File: config.mk
export PLATFORM = sky130hd
export DESIGN_NAME = tlb_op_ctrl
export DESIGN_NICKNAME = d
export VERILOG_FILES = /design/src/rtl/tlb_op_ctrl_pkg.sv /design/src/rtl/tlb_op_ctrl.sv
export SDC_FILE = /design/constraint.sdc
export NUM_CORES = 1
export LEC_CHECK = 0
export ABC_AREA = 1
export BUFFER_PORTS_ARGS = -buffer_cell sky130_fd_sc_hd__buf_2
export CAP_MARGIN = 25
export CORE_AREA = 2 2 269 271
export CTS_CLUSTER_SIZE = 30
export DETAILED_ROUTE_END_ITERATION = 8
export DIE_AREA = 0 0 271 273
export PLACE_DENSITY = 0.35
export SLEW_MARGIN = 30
export SYNTH_ARGS = -nofsm -noshare
export SYNTH_HDL_FRONTEND = slang
export SYNTH_SLANG_ARGS = --single-unit
File: constraint.sdc
create_clock -name clk -period 1.4 [get_ports clk]
set_input_delay 0.07 -clock clk [delete_from_list [all_inputs] [get_ports clk]]
set_output_delay 0.07 -clock clk [all_outputs]
set_load 0.05 [all_outputs]
File: src/rtl/tlb_op_ctrl_pkg.sv
// Shared TLB definitions: instruction op encoding, controller states and the
// TLBIDX CSR field layout, plus the CSR write-back record.
package tlb_op_ctrl_pkg;

   typedef enum logic [2:0] {
      OP_SRCH = 3'd0,
      OP_RD   = 3'd1,
      OP_WR   = 3'd2,
      OP_FILL = 3'd3,
      OP_INV  = 3'd4
   } tlb_op_e;

   typedef enum logic [1:0] {
      ST_IDLE  = 2'd0,
      ST_ISSUE = 2'd1,
      ST_WAIT  = 2'd2,
      ST_RESP  = 2'd3
   } tlb_state_e;

   // TLBIDX: NE at bit 31, PS at 29:24, INDEX at 4:0
   localparam int TLBIDX_NE     = 31;
   localparam int TLBIDX_PS_HI  = 29;
   localparam int TLBIDX_PS_LO  = 24;
   localparam int TLBIDX_IDX_HI = 4;
   localparam int TLBIDX_IDX_LO = 0;
   localparam int TLBIDX_IDX_W  = TLBIDX_IDX_HI - TLBIDX_IDX_LO + 1;

   typedef struct packed {
      logic [31:0] tlbidx;
      logic [31:0] tlbehi;
      logic [31:0] tlbelo0;
      logic [31:0] tlbelo1;
      logic [9:0]  asid;
   } tlb_resp_t;

endpackage

File: src/rtl/tlb_op_ctrl.sv
// Sequences one TLB instruction at a time: latches operands, strobes the TLB
// for one cycle, samples the TLB result and returns the CSR write-back values.
module tlb_op_ctrl
   import tlb_op_ctrl_pkg::*;
(
   input  logic                    clk,
   input  logic                    reset,
   input  logic                    req_valid,
   output logic                    req_ready,
   input  logic [2:0]              req_op,
   input  logic [4:0]              req_inv_op,
   input  logic [9:0]              req_inv_asid,
   input  logic [18:0]             req_inv_vpn,
   input  logic                    flush,
   input  logic [31:0]             csr_tlbehi,
   input  logic [31:0]             csr_tlbelo0,
   input  logic [31:0]             csr_tlbelo1,
   input  logic [31:0]             csr_tlbidx,
   input  logic [9:0]              csr_asid,
   input  logic [5:0]              csr_ecode,
   output logic                    tlbsrch_en,
   output logic                    tlbwr_en,
   output logic                    tlbfill_en,
   output logic                    invtlb_en,
   output logic [31:0]             tlbsrch_ehi,
   output logic [31:0]             tlbehi_in,
   output logic [31:0]             tlbelo0_in,
   output logic [31:0]             tlbelo1_in,
   output logic [31:0]             tlbidx_in,
   output logic [TLBIDX_IDX_W-1:0] rand_index,
   output logic [5:0]              ecode_in,
   output logic [4:0]              invtlb_op,
   output logic [9:0]              invtlb_asid,
   output logic [18:0]             invtlb_vpn,
   input  logic                    search_tlb_found,
   input  logic [TLBIDX_IDX_W-1:0] search_tlb_index,
   input  logic [31:0]             tlbehi_out,
   input  logic [31:0]             tlbelo0_out,
   input  logic [31:0]             tlbelo1_out,
   input  logic [31:0]             tlbidx_out,
   input  logic [9:0]              asid_out,
   output logic                    resp_valid,
   output logic [2:0]              resp_op,
   output logic [31:0]             resp_tlbidx,
   output logic [31:0]             resp_tlbehi,
   output logic [31:0]             resp_tlbelo0,
   output logic [31:0]             resp_tlbelo1,
   output logic [9:0]              resp_asid
);

   tlb_state_e                state_q;
   logic [TLBIDX_IDX_W-1:0]   rand_cnt;
   logic [2:0]                op_p0;
   logic [4:0]                inv_op_p0;
   logic [9:0]                inv_asid_p0;
   logic [18:0]               inv_vpn_p0;
   logic [31:0]               ehi_p0;
   logic [31:0]               elo0_p0;
   logic [31:0]               elo1_p0;
   logic [31:0]               idx_p0;
   logic [9:0]                asid_p0;
   logic [5:0]                ecode_p0;
   logic [TLBIDX_IDX_W-1:0]   rand_p0;
   tlb_resp_t                 resp_p2;
   logic                      accept;
   logic                      issue_live;
   logic                      unused_bits;

   // Builds the CSR write-back; illegal and write-type ops return all zero.
   function automatic tlb_resp_t form_resp(
      input logic [2:0]              op,
      input logic [31:0]             csr_idx,
      input logic                    found,
      input logic [TLBIDX_IDX_W-1:0] index,
      input logic [31:TLBIDX_PS_LO]  rd_idx_hi,
      input logic [31:0]             rd_ehi,
      input logic [31:0]             rd_elo0,
      input logic [31:0]             rd_elo1,
      input logic [9:0]              rd_asid
   );
      tlb_resp_t r;
      r = '0;
      case (op)
         OP_SRCH: begin
            if (found)
               r.tlbidx = {1'b0, csr_idx[TLBIDX_NE-1:TLBIDX_IDX_HI+1], index};
            else
               r.tlbidx = {1'b1, csr_idx[TLBIDX_NE-1:0]};
         end
         OP_RD: begin
            r.tlbidx = {rd_idx_hi[TLBIDX_NE:TLBIDX_PS_HI+1],
                        rd_idx_hi[TLBIDX_PS_HI:TLBIDX_PS_LO],
                        csr_idx[TLBIDX_PS_LO-1:0]};
            if (!rd_idx_hi[TLBIDX_NE]) begin
               r.tlbehi  = rd_ehi;
               r.tlbelo0 = rd_elo0;
               r.tlbelo1 = rd_elo1;
               r.asid    = rd_asid;
            end
         end
         default: r = '0;
      endcase
      return r;
   endfunction

   assign req_ready = (state_q == ST_IDLE) && !flush;
   assign accept    = req_valid && req_ready;

   always_ff @(posedge clk) begin
      if (reset) begin
         state_q     <= ST_IDLE;
         rand_cnt    <= '0;
         op_p0       <= '0;
         inv_op_p0   <= '0;
         inv_asid_p0 <= '0;
         inv_vpn_p0  <= '0;
         ehi_p0      <= '0;
         elo0_p0     <= '0;
         elo1_p0     <= '0;
         idx_p0      <= '0;
         asid_p0     <= '0;
         ecode_p0    <= '0;
         rand_p0     <= '0;
         resp_p2     <= '0;
      end else begin
         rand_cnt <= rand_cnt + 1'b1;
         case (state_q)
            // p0: operand capture on acceptance
            ST_IDLE: begin
               if (accept) begin
                  op_p0       <= req_op;
                  inv_op_p0   <= req_inv_op;
                  inv_asid_p0 <= req_inv_asid;
                  inv_vpn_p0  <= req_inv_vpn;
                  ehi_p0      <= csr_tlbehi;
                  elo0_p0     <= csr_tlbelo0;
                  elo1_p0     <= csr_tlbelo1;
                  idx_p0      <= csr_tlbidx;
                  asid_p0     <= csr_asid;
                  ecode_p0    <= csr_ecode;
                  rand_p0     <= rand_cnt;
                  state_q     <= ST_ISSUE;
               end
            end
            ST_ISSUE: state_q <= flush ? ST_IDLE : ST_WAIT;
            // p2: TLB result sampled while tlbidx_in is still presented
            ST_WAIT: begin
               if (flush) begin
                  state_q <= ST_IDLE;
               end else begin
                  resp_p2 <= form_resp(op_p0, idx_p0, search_tlb_found,
                                       search_tlb_index,
                                       tlbidx_out[31:TLBIDX_PS_LO],
                                       tlbehi_out, tlbelo0_out,
                                       tlbelo1_out, asid_out);
                  state_q <= ST_RESP;
               end
            end
            ST_RESP: state_q <= ST_IDLE;
            default: state_q <= ST_IDLE;
         endcase
      end
   end

   // Strobes and resp_valid are gated late so a flush or reset in the same cycle kills them.
   assign issue_live = (state_q == ST_ISSUE) && !flush && !reset;
   assign tlbsrch_en = issue_live && (op_p0 == OP_SRCH);
   assign tlbwr_en   = issue_live && (op_p0 == OP_WR);
   assign tlbfill_en = issue_live && (op_p0 == OP_FILL);
   assign invtlb_en  = issue_live && (op_p0 == OP_INV);

   assign tlbsrch_ehi = ehi_p0;
   assign tlbehi_in   = ehi_p0;
   assign tlbelo0_in  = elo0_p0;
   assign tlbelo1_in  = elo1_p0;
   assign tlbidx_in   = ((state_q == ST_ISSUE) || (state_q == ST_WAIT)) ? idx_p0 : '0;
   assign rand_index  = rand_p0;
   assign ecode_in    = ecode_p0;
   assign invtlb_op   = inv_op_p0;
   assign invtlb_asid = inv_asid_p0;
   assign invtlb_vpn  = inv_vpn_p0;

   assign resp_valid   = (state_q == ST_RESP) && !flush && !reset;
   assign resp_op      = op_p0;
   assign resp_tlbidx  = resp_p2.tlbidx;
   assign resp_tlbehi  = resp_p2.tlbehi;
   assign resp_tlbelo0 = resp_p2.tlbelo0;
   assign resp_tlbelo1 = resp_p2.tlbelo1;
   assign resp_asid    = resp_p2.asid;

   // The current ASID is latched with the other CSRs but the TLB port carries it in tlbehi context only.
   assign unused_bits = ^{tlbidx_out[TLBIDX_PS_LO-1:0], asid_p0};

endmodule

# Word-level counts from Yosys, hierarchy flattened
# Index checks and enable logic that the tools add are counted.
# Widths: inputs -> output; s select.
[totals]
ff_bits = 321
latch_bits = 0
ram_bits = 0
mem_bits_ro = 0
in_bits = 329
out_inout_bits = 352
elab_cells = 53
memories = 0
[classes]
n_addsub = 1
mul = 0
div = 0
order_cmp = 0
n_eq_ne = 8
n_shift = 0
muxes = 9
bitwise = 1
n_reduce_logical = 17
[op_table]
columns = ["cell", "n"]
rows = [
  ["$mux 106", 2],
  ["$mux 32", 2],
  ["$pmux 32 s2", 1],
  ["$logic_and 1x1->1", 10],
  ["$pmux 2 s4", 1],
  ["$eq 3x2->1 const B", 2],
  ["$mux 2", 3],
  ["$add 5x1->5 const B", 1],
  ["$eq 2x2->1 const B", 2],
  ["$reduce_and 2->1", 2],
  ["$eq 3x1->1 const B", 1],
  ["$eq 3x3->1 const B", 1],
  ["$logic_not 3->1", 1],
  ["$eq 2x1->1 const B", 1],
  ["$logic_not 1->1", 2],
  ["$logic_not 2->1", 1],
  ["$ne 2x2->1 const B", 1],
  ["$logic_or 1x1->1", 1],
  ["$not 1->1", 1],
]

# Longest topological paths before layout
[depth]
word_depth = 5
ltp_mapped = 10
depth_no_buf = 9

# Worst setup path after synthesis
# Ideal clock, no wire load.
[synth_timing]
path_kind = "register -> output"
start = "register op_p0[0] (netlist: resp_op[0])"
end = "output tlbfill_en"
t_arrival_ns = 2.613
t_required_ns = 1.330
path_slack_ns = -1.283
stages_incl_launch_ff = 5
path_buffers = 2
path_cell_list = "dfxtp_1 -> buf_4 -> inv_1 -> buf_2 -> nor4_1"
[synth_via]
elab_chain_len = 2
[synth_rtl]
columns = ["element", "line", "rtl"]
rows = [
  ["from (decl)", "tlb_op_ctrl.sv:53", "logic [2:0] op_p0;"],
  ["from (signal assigned)", "tlb_op_ctrl.sv:131", "op_p0 <= req_op;"],
  ["$eq 3x2->1", "tlb_op_ctrl.sv:169", "assign tlbfill_en = issue_live && (op_p0 == OP_FILL);"],
  ["$logic_and 1x1->1", "tlb_op_ctrl.sv:169", ""],
  ["to (decl)", "tlb_op_ctrl.sv:23", "output logic tlbfill_en,"],
]
# Every way passes these cells.

# Final worst setup path
[layout_timing]
start = "register state_q[1]"
end = "output tlbidx_in[3]"
[layout_via]
elab_chain_len = 3
word_cells_on_any_way = 4
classes_between = "eq/ne: 2; mux: 1; reduce/logical: 1"
[layout_rtl]
columns = ["element", "line", "rtl"]
rows = [
  ["from (decl)", "tlb_op_ctrl.sv:51", "tlb_state_e state_q;"],
  ["from (signal assigned)", "tlb_op_ctrl.sv:145", "ST_ISSUE: state_q <= flush ? ST_IDLE : ST_WAIT;"],
  ["$eq 2x1->1 / $eq 2x2->1 (equally long branches)", "tlb_op_ctrl.sv:176", "assign tlbidx_in = ((state_q == ST_ISSUE) || (state_q == ST_WAIT)) ? idx_p0 : '0;"],
  ["$logic_or 1x1->1 (*)", "tlb_op_ctrl.sv:176", ""],
  ["$mux 32 (*)", "tlb_op_ctrl.sv:176", ""],
  ["to (decl)", "tlb_op_ctrl.sv:29", "output logic [31:0] tlbidx_in,"],
]
# Mark *: on every way between the ends. The rest lies on a longest branch, timed or not.

==> metrics <==
worst hold path class in -> reg; I/O Pins 681; WL/cell 18.7 um; reg2reg setup slack -0.44 ns; Setup Crit Path Kind reg -> out; Crit path required time approximately 1.3 ns; ys async rst share 0; CTS Sinks 321; synthesized area per cell 7.68 um2; clock-pin slew on the worst setup and hold paths 0.06 ns; Die Ht 273 um; post-route cell area 26,600 um2; first-pass GRT wire length 92,300 um; routed vias/inst between 4 and 5; Max Cap Viol 0; top cells by area, synth dfxtp_1, nand2_1, a21oi_1; clock skew 0.0188 ns; largest net degree at the start of global routing about 150; Pwr Density 1470 nW/um2; endpoints failing hold 0; VDD IR max 0.904 mV; Total Routing Usage GR 0.161; Final #Nets 2,926; Startpoint Class flip-flop; GPL Wtd Cong 0.882; Num CTS Buffers 42; worst-path maximum fanout 6; initial antenna violation count 3; min Tclk post-route 1.91 ns; Ant. Diodes 0; Vias around 15,000; Routed Antenna Nets 0; count of final setup violators 355; Yosys top cell by area dfxtp_1; status finished with violations; TritonCTS clock tree done; Initial Util 0.173; root buffer cell clkbuf_16; clk_lat worst skew approximately 0.56 ns; FF-to-FF Start state_q[0]; initial drt markers 603; CTS Buffer Depth 3; Core Rows 98; count leader, synth nand2_1; core outline area 71,000 um2; Synth top area share 0.523; final setup margin -0.507 ns; Cell Area, Placed ~17,000 um2; port buffer count around 650; cells on worst reg2reg path 13; crit share post-route 1.36; sequential cell area fraction in the yosys report 0.523; Yosys cell types 19; Synth top cells by count nand2_1, dfxtp_1, a21oi_1; Yosys reg bits 321; Util after Layout 0.374; Crit. End Element primary output; Synth Flop Type dfxtp_1; P_leak 12.3 nW; failing checks setup timing; CTS HTree Levels 2; Slew Limit Fails 0; arrival time at the worst endpoint 1.84 ns; Reg-to-Reg End tlbelo1_in[16]; crit path from state_q[1]; FMAX roughly 520 MHz; crit path to tlbidx_in[3]; syn nets about 1,900; die area about 74,000 um2; Slew HR 0.259; synth warn 0; Mapped Area 12,300 um2; worst slack at placement -0.144 ns; number of flops mapped to enable cells by yosys 0; Worst-Margin Slew 1.11 ns; Remaining DRCs 0; setup TNS -112.91 ns; hpwl dp 39,900 um; Area growth, synth to finish 116%; final WL 66,800 um; RSZ-0062 raised after global routing yes; global route overflow 0; vias in the first global route 14,900; drt first pass iters 5; cell count after synthesis 1,599; share of cells above drive strength 1 0.547; die width 271 um
-- report_power, final --
group	total, W	internal [W]	switching (W)
Combinational	0.0172	0.00642	0.0108
Clock	0.0104	0.00616	0.00426
Sequential	0.0114	0.0104	0.000961
Total	0.0390	0.0230	0.0160
-- worst min path at each step --
stage,start,endpoint,cells after the start
6_report,tlbidx_out[31],resp_tlbidx[31],5
5_1_grt,search_tlb_found,resp_tlbidx[2],7
4_1_cts,search_tlb_found,resp_tlbidx[2],7
3_5_place_dp,csr_tlbelo1[5],tlbelo1_in[5],3
3_3_place_gp,csr_tlbelo1[29],tlbelo1_in[29],3
2_1_floorplan,flush,req_ready,1
-- placed cells by master, fill, tap and decap left out, types with 25 or more instances in the layout --
cell / instances
buf_2: 605
dfxtp_1: 316
dlygate4sd3_1: 293
nand2_4: 206
nand2_1: 186
a21oi_2: 166
a21oi_1: 148
nand3_1: 141
nand2_2: 68
o21ai_0: 63
clkbuf_16: 61
buf_12: 59
buf_8: 42
o21ai_2: 40
buf_16: 36
buf_4: 32
inv_2: 25
buf_6: 25
-- critical path: stages (launching register included) --
cell,delay [ns]
dfxtp_2,0.36
inv_4,0.06
ha_4,0.39
clkbuf_16,0.22
nand2_4,0.06
inv_4,0.06
buf_8,0.14
-- logic make-up (layout without fill, tap and decap cells) --
family / after synthesis / in the layout / share of synthesized area
AOI/OAI and AO/OA: 434 / 434 / 0.177
xor gates and xnor gates: 1 / 1 / 0.000713
adders and majority gates: 6 / 6 / 0.00611
buffers and inverters: 216 / 1238 / 0.0875
DFF: 321 / 321 / 0.523
and+or+nand+nor: 621 / 621 / 0.206
-- sequential cells by signal, summed over array words and instances (netlist names), 6 cells and up --
name and count:
tlbehi_in 32, invtlb_vpn 19, resp_tlbelo0 32, resp_tlbelo1 32
idx_p0 32, resp_asid 10, resp_tlbehi 32, invtlb_asid 10
ecode_in 6, tlbelo0_in 32, resp_tlbidx 32, tlbelo1_in 32
-- layer usage --
metal | share of wire | vias to the layer above | global-route usage
met4 | 0.020 | 6 | 0.0427
li1 | - | 7287 | -
met2 | 0.50 | 482 | 0.282
met3 | 0.066 | 91 | 0.0440
met1 | 0.41 | 7252 | 0.193
met5 | 0.00057 | - | 0
-- per-stage QoR --
step           cells  total power, W  hold WS [ns]
2_1_floorplan   1599          0.0191         0.201
3_3_place_gp    3093          0.0226         0.319
3_5_place_dp    3093          0.0226         0.324
4_1_cts         3551          0.0372       0.00293
5_1_grt         3571          0.0408        0.0686
6_report        3571          0.0390        0.0512
-- repair_timing --
item | CTS | global route
pin swaps | 76 | 117
gates resized for setup | 424 | 639
setup buffers | 45 | 21
hold buffers | 294 | 0
hold endpoints to repair | 307 | 0
endpoints found under the setup margin | 350 | 359
gates cloned | 46 | 21
-- final cells by class --
cell class              count  area (um2)
multi-input cells        1062        7530
inverters                  50         250
clock inverters             8        48.8
flip-flops and latches    321        6440
well taps                 950        1190
clock buffers              66        1260
fillers                  7158       44400
repair inverters            2        46.3
repair buffers           1112        9800
No activity file was read; power rests on OpenSTA's default activity.
